$ cat config.mk
export PLATFORM = sky130hd
export DESIGN_NAME = fetch_queue_stage_flat
export DESIGN_NICKNAME = d
export VERILOG_FILES = /design/src/rtl/fetch_queue_stage_if.sv /design/src/rtl/fetch_queue_stage.sv /design/src/flat_wrapper.sv
export SDC_FILE = /design/constraint.sdc
export NUM_CORES = 1
export LEC_CHECK = 0
export ABC_AREA = 1
export ABC_CLOCK_PERIOD_IN_PS = 5650
export BUFFER_PORTS_ARGS = -buffer_cell sky130_fd_sc_hd__clkbuf_2
export CORE_MARGIN = 2
export CORE_UTILIZATION = 54
export DETAILED_ROUTE_END_ITERATION = 8
export PLACE_DENSITY = 0.86
export SETUP_SLACK_MARGIN = 0.1
export SLEW_MARGIN = 20
export SYNTH_ARGS = -nofsm -noshare
export SYNTH_HDL_FRONTEND = slang
export SYNTH_SLANG_ARGS = --single-unit
$ cat constraint.sdc
create_clock -name clock -period 5.65 [get_ports clock]
set_input_delay 0.565 -clock clock [delete_from_list [all_inputs] [get_ports clock]]
set_output_delay 0.565 -clock clock [all_outputs]
set_load 0.05 [all_outputs]
$ cat src/rtl/fetch_queue_stage_if.sv
// Instruction-memory read port used by the fetch stage.
// A request transfers on any cycle where imem_req && imem_ready. imem_addr is held while imem_req is high
// and not yet accepted. imem_rvalid/imem_rdata return data for the single outstanding request and have no ready.
interface fetch_queue_stage_if #(
  parameter int XLEN = 32
);
  logic            imem_req;
  logic [XLEN-1:0] imem_addr;
  logic            imem_ready;
  logic            imem_rvalid;
  logic [XLEN-1:0] imem_rdata;

  modport master (
    output imem_req,
    output imem_addr,
    input  imem_ready,
    input  imem_rvalid,
    input  imem_rdata
  );

  modport slave (
    input  imem_req,
    input  imem_addr,
    output imem_ready,
    output imem_rvalid,
    output imem_rdata
  );
endinterface

$ cat src/rtl/fetch_queue_stage.sv
// Fetch stage: owns the fetch PC and keeps at most one instruction-memory read in flight.
// Returned {PC, instruction} pairs are buffered in a QDEPTH-entry FIFO that feeds the IF/ID register.
module fetch_queue_stage #(
  parameter int              XLEN     = 32,
  parameter int              QDEPTH   = 4,
  parameter logic [XLEN-1:0] RESET_PC = '0
) (
  input  logic                clock,
  input  logic                reset,
  input  logic                StallF,
  input  logic                FlushF,
  input  logic [XLEN-1:0]     PCin,
  fetch_queue_stage_if.master imem,
  output logic                ValidF,
  output logic [XLEN-1:0]     InstrF,
  output logic [XLEN-1:0]     PCF,
  output logic [XLEN-1:0]     PCPlus4F
);

  localparam int AW = (QDEPTH > 1) ? $clog2(QDEPTH) : 1;
  localparam int CW = AW + 1;
  localparam logic [CW:0] LIMIT = (CW+1)'(QDEPTH);

  logic [XLEN-1:0] r_fetch_pc;
  logic [XLEN-1:0] r_req_pc;
  logic            r_pend;
  logic            r_drop;
  logic [AW-1:0]   r_rd_ptr;
  logic [AW-1:0]   r_wr_ptr;
  logic [CW-1:0]   r_count;
  logic [XLEN-1:0] r_pc_mem    [QDEPTH];
  logic [XLEN-1:0] r_instr_mem [QDEPTH];

  logic            w_req;
  logic            w_accept;
  logic            w_resp;
  logic            w_enq;
  logic            w_deq;
  logic            w_valid;
  logic [CW:0]     w_occupancy;

  // The in-flight request reserves a slot, so its response always finds room.
  assign w_occupancy = {1'b0, r_count} + {{CW{1'b0}}, r_pend};
  assign w_valid     = (r_count != '0);
  assign w_req       = reset && !FlushF && (!r_pend || imem.imem_rvalid) && (w_occupancy < LIMIT);
  assign w_accept    = w_req && imem.imem_ready;
  assign w_resp      = imem.imem_rvalid && r_pend;
  assign w_enq       = w_resp && !r_drop && !FlushF;
  assign w_deq       = w_valid && !StallF && !FlushF;

  always_ff @(posedge clock) begin
    if (!reset) begin
      r_fetch_pc <= RESET_PC;
      r_req_pc   <= RESET_PC;
      r_pend     <= 1'b0;
      r_drop     <= 1'b0;
      r_rd_ptr   <= '0;
      r_wr_ptr   <= '0;
      r_count    <= '0;
    end else if (FlushF) begin
      // A response arriving in the flush cycle is simply not written; a later one is marked for discard.
      r_fetch_pc <= PCin;
      r_pend     <= r_pend && !imem.imem_rvalid;
      r_drop     <= r_pend && !imem.imem_rvalid;
      r_rd_ptr   <= '0;
      r_wr_ptr   <= '0;
      r_count    <= '0;
    end else begin
      if (w_accept) begin
        r_req_pc   <= r_fetch_pc;
        r_fetch_pc <= r_fetch_pc + XLEN'(4);
        r_pend     <= 1'b1;
      end else if (w_resp) begin
        r_pend     <= 1'b0;
      end
      if (w_resp && r_drop) r_drop <= 1'b0;
      if (w_enq) r_wr_ptr <= r_wr_ptr + AW'(1);
      if (w_deq) r_rd_ptr <= r_rd_ptr + AW'(1);
      case ({w_enq, w_deq})
        2'b10:   r_count <= r_count + CW'(1);
        2'b01:   r_count <= r_count - CW'(1);
        default: r_count <= r_count;
      endcase
    end
  end

  always_ff @(posedge clock) begin
    if (reset && w_enq) begin
      r_pc_mem[r_wr_ptr]    <= r_req_pc;
      r_instr_mem[r_wr_ptr] <= imem.imem_rdata;
    end
  end

  assign imem.imem_req  = w_req;
  assign imem.imem_addr = r_fetch_pc;

  assign ValidF   = w_valid;
  assign PCF      = w_valid ? r_pc_mem[r_rd_ptr]    : '0;
  assign InstrF   = w_valid ? r_instr_mem[r_rd_ptr] : '0;
  assign PCPlus4F = PCF + XLEN'(4);

endmodule
$ cat src/flat_wrapper.sv
// flat-port wrapper written by rule: the top's interface ports become plain ports
module fetch_queue_stage_flat 
#(
  parameter int              XLEN     = 32,
  parameter int              QDEPTH   = 4,
  parameter logic [XLEN-1:0] RESET_PC = '0
)
  (clock, reset, StallF, FlushF, PCin, ValidF, InstrF, PCF, PCPlus4F, imem_imem_req, imem_imem_addr, imem_imem_ready, imem_imem_rvalid, imem_imem_rdata);
  fetch_queue_stage_if #(.XLEN(XLEN)) imem_i ();
  input  logic clock;
  input  logic reset;
  input  logic StallF;
  input  logic FlushF;
  input  logic [XLEN-1:0] PCin;
  output logic ValidF;
  output logic [XLEN-1:0] InstrF;
  output logic [XLEN-1:0] PCF;
  output logic [XLEN-1:0] PCPlus4F;
  output wire logic [$bits(imem_i.imem_req)-1:0] imem_imem_req;
  output wire logic [$bits(imem_i.imem_addr)-1:0] imem_imem_addr;
  input wire logic [$bits(imem_i.imem_ready)-1:0] imem_imem_ready;
  input wire logic [$bits(imem_i.imem_rvalid)-1:0] imem_imem_rvalid;
  input wire logic [$bits(imem_i.imem_rdata)-1:0] imem_imem_rdata;
  assign imem_imem_req = imem_i.imem_req;
  assign imem_imem_addr = imem_i.imem_addr;
  assign imem_i.imem_ready = imem_imem_ready;
  assign imem_i.imem_rvalid = imem_imem_rvalid;
  assign imem_i.imem_rdata = imem_imem_rdata;
  fetch_queue_stage #(.XLEN(XLEN), .QDEPTH(QDEPTH), .RESET_PC(RESET_PC)) u_core (.clock(clock), .reset(reset), .StallF(StallF), .FlushF(FlushF), .PCin(PCin), .imem(imem_i), .ValidF(ValidF), .InstrF(InstrF), .PCF(PCF), .PCPlus4F(PCPlus4F));
endmodule
==> impl_metrics.env <==
export IMPL_run_status="completed"
export IMPL_syn_area_um2=15000
export IMPL_core_area_um2=27100
export IMPL_globalplace_congestion=0.961
export IMPL_cts_sink_count=331
export IMPL_critPathKind="reg -> out"
export IMPL_wire_per_inst_um=16.9
export IMPL_synthFlopType="edfxtp_1"
export IMPL_syn_instance_count=1599
export IMPL_diodes=0
export IMPL_async_reset_ff_share_pct=0
export IMPL_slew_limit_headroom_pct=32.1
export IMPL_whs_ns=0.270
export IMPL_seq_power_share_pct=51.7
export IMPL_antenna_left=0
export IMPL_final_nets=1848
export IMPL_fin_cells=2167
export IMPL_tns_ns=0
export IMPL_cts_tree="built"
export IMPL_synthToLayoutAreaGrowth_pct=15.4
export IMPL_synth_edf_count=256
export IMPL_muxShareOfSynthArea_pct=0
export IMPL_fmaxAchievable_mhz=234
export IMPL_crit_arrival_ns=3.71
export IMPL_numPortBuffers=199
export IMPL_wl_um=36700
export IMPL_grt_pass1_wl_um=57600
export IMPL_ys_seq_area_share_pct=61.3
export IMPL_drtIter0Drc=1253
export IMPL_clkLatencyLatePin_ns=0.51
export IMPL_htree_levels=2
export IMPL_period_needed_ns=4.28
export IMPL_endpoint_kind="primary output"
export IMPL_pwr_share_comb_pct=4.5
export IMPL_switchingPower_mw=1.12
export IMPL_post_route_period_util_pct=75.7
export IMPL_clkPwrFrac_pct=43.9
export IMPL_ys_warn_count=0
export IMPL_hpwl_um=23500
export IMPL_worstPathMaxFanout=36
export IMPL_synth_adder_area_share_pct=0.718
export IMPL_powerDensity_nw_per_um2=299
export IMPL_post_cts_buffers=0
export IMPL_synth_top_family_by_area="simple AND/OR/NAND/NOR gates"
export IMPL_cts_inserted_buffers=34
export IMPL_synth_compound_area_share_pct=7.39
export IMPL_ys_types=37
export IMPL_clock_skew_ns=0.0166
export IMPL_cap_violations=0
export IMPL_clockBufferDepth=3
export IMPL_grt_overflow=0
export IMPL_num_vias=11800
export IMPL_die_h_um=171
export IMPL_cp_start_kind="flip-flop"
export IMPL_ys_seq_elements=331
export IMPL_layout_commonest_cell="nand2_1"
export IMPL_synth_avg_cell_area_um2=9.37
export IMPL_die_w_um=171
export IMPL_holdBufCountCts=0
export IMPL_layout_common_cells="nand2_1, nor2_1, edfxtp_1"
export IMPL_die_area_um2=29100
export IMPL_antenna_found_initial=0
export IMPL_crit_required_ns=5.09
export IMPL_cts_root_buf="clkbuf_16"
export IMPL_dp_cells=2106
export IMPL_setup_viol=0
export IMPL_syn_nets=1677
export IMPL_p_int_mw=4.04
export IMPL_drt_drc_violations_left=0
export IMPL_hold_viol_final=0
export IMPL_clk_pin_slew_worst_paths_ns=0.06
export IMPL_initial_core_util_pct=55.3
export IMPL_sw_frac_of_total_pct=21.7
export IMPL_cts_repair_resized=0
export IMPL_slew_violations=0
export IMPL_rsz0062_at_grt="no"
export IMPL_synth_simple_gate_area_share_pct=23.3
export IMPL_r2r_setup_slack_ns=2.93
export IMPL_grt_pass1_vias=11100
export IMPL_drive_gt1_share_pct=18.2
export IMPL_worst_slew_pin_slew_ns=1.02
export IMPL_dr_pass1_iters=7
export IMPL_grt_usage_pct=25.2
export IMPL_rows=60
export IMPL_hold_class="in -> reg"
export IMPL_drt_vias_per_instance=5.44
export IMPL_boundaryPins=200
export IMPL_irDropWorstVdd_mv=0.242
export IMPL_p_leak_nw=6.74
export IMPL_synth_xor_area_share_pct=1.58
export IMPL_grt_max_degree=85
[cell type report]
type,instances,area (um2)
fill,2094,9810
tap,372,465
sequential,331,9190
multi-input combinational,1077,4980
inverter,115,434
clock inverter,22,265
timing repair buffer,211,1090
clock buffer,39,870
[worst max-delay path: stages (launching register included)]
cell      delay (ns)
dfxtp_2         0.85
inv_2           0.50
nand3_1         0.19
and2_1          0.18
inv_1           0.05
nor2_1          0.12
ha_1            0.26
nand3_2         0.23
nor2_4          0.24
nand2_2         0.10
nor2_1          0.09
nand2_1         0.05
nand2_1         0.06
clkbuf_2        0.27
[synthesized netlist by cell type (6+ instances only)]
library cell  count  share of area [%]
nand4_1          15               0.63
nand2_2           7               0.29
xor2_1           24                1.4
nor2_4           10               0.75
nand2_1         392                9.8
ha_1              7               0.58
clkbuf_1         23               0.58
inv_2            12               0.30
nor3_1            7               0.23
buf_1             8               0.20
edfxtp_1        256                 51
dfxtp_1          75                 10
a21oi_1          97                3.2
o21ai_0         108                3.6
nor2_1          261                6.5
nor2_2           18               0.75
buf_4             9               0.45
inv_1           101                2.5
a31oi_1           6               0.25
buf_2            28               0.93
buf_6             8               0.60
nand3_1         100                3.3
nand3_2           7               0.47
[registers in the layout, indices dropped and copies added, names as in the netlist, named ones only]
signal                 flops
u_core.r_instr_mem       128
u_core.r_drop              1
u_core.r_count             3
u_core.r_pend              1
u_core.imem.imem_addr     32
u_core.r_wr_ptr            2
u_core.r_rd_ptr            2
u_core.r_req_pc           32
u_core.r_pc_mem          128
[power groups by stage]
stage | logic, mW | clock network, mW | registers [mW]
floorplan | 0.109 | 0 | 2.76
global placement | 0.222 | 0 | 2.72
detailed placement | 0.228 | 0 | 2.72
CTS | 0.229 | 2.29 | 2.67
global route | 0.250 | 2.39 | 2.67
finish | 0.230 | 2.26 | 2.67
[stage by stage]
stage / area (um2) / setup WS, ns / power (mW) / utilization (%)
final: 17300 / 1.37 / 5.16 / 63.8
after global routing: 17300 / 1.06 / 5.31 / 63.8
after CTS: 17300 / 1.33 / 5.19 / 63.8
after detailed placement: 16200 / 1.90 / 2.95 / 59.6
after global placement: 16200 / 1.91 / 2.94 / 59.6
after floorplan: 15000 / 1.42 / 2.87 / -
[worst paths after layout]
| kind | from | endpoint | depth (start not counted) |
|---|---|---|---|
| max | flip-flop | PCPlus4F[20] | 13 |
| min | imem_imem_rdata[17] | u_core.r_instr_mem[2][17] | 1 |
| max reg2reg | u_core.r_count[2] | u_core.r_count[2] | 11 |
| min reg2reg | u_core.imem.imem_addr[1] | u_core.r_req_pc[1] | 2 |
[cell families (layout without fill, tap and decap cells)]
logic type | count (synthesis) | in the layout
AO/OA/AOI/OAI | 217 | 217
XOR/XNOR | 27 | 27
adder cells (fa/ha/maj) | 8 | 8
buffers and inverters | 191 | 387
flip-flops | 331 | 331
AND/OR/NAND/NOR | 825 | 825
[routing by layer]
| layer | track usage, % | up-vias | routed length, um |
|---|---|---|---|
| li1 | - | 5655 | - |
| met5 | 0 | - | 0 |
| met3 | 3.70 | 67 | 3260 |
| met1 | 34.9 | 5487 | 15300 |
| met2 | 41.5 | 581 | 17400 |
| met4 | 7.32 | 0 | 719 |
Power figures use the tool's default switching activity.
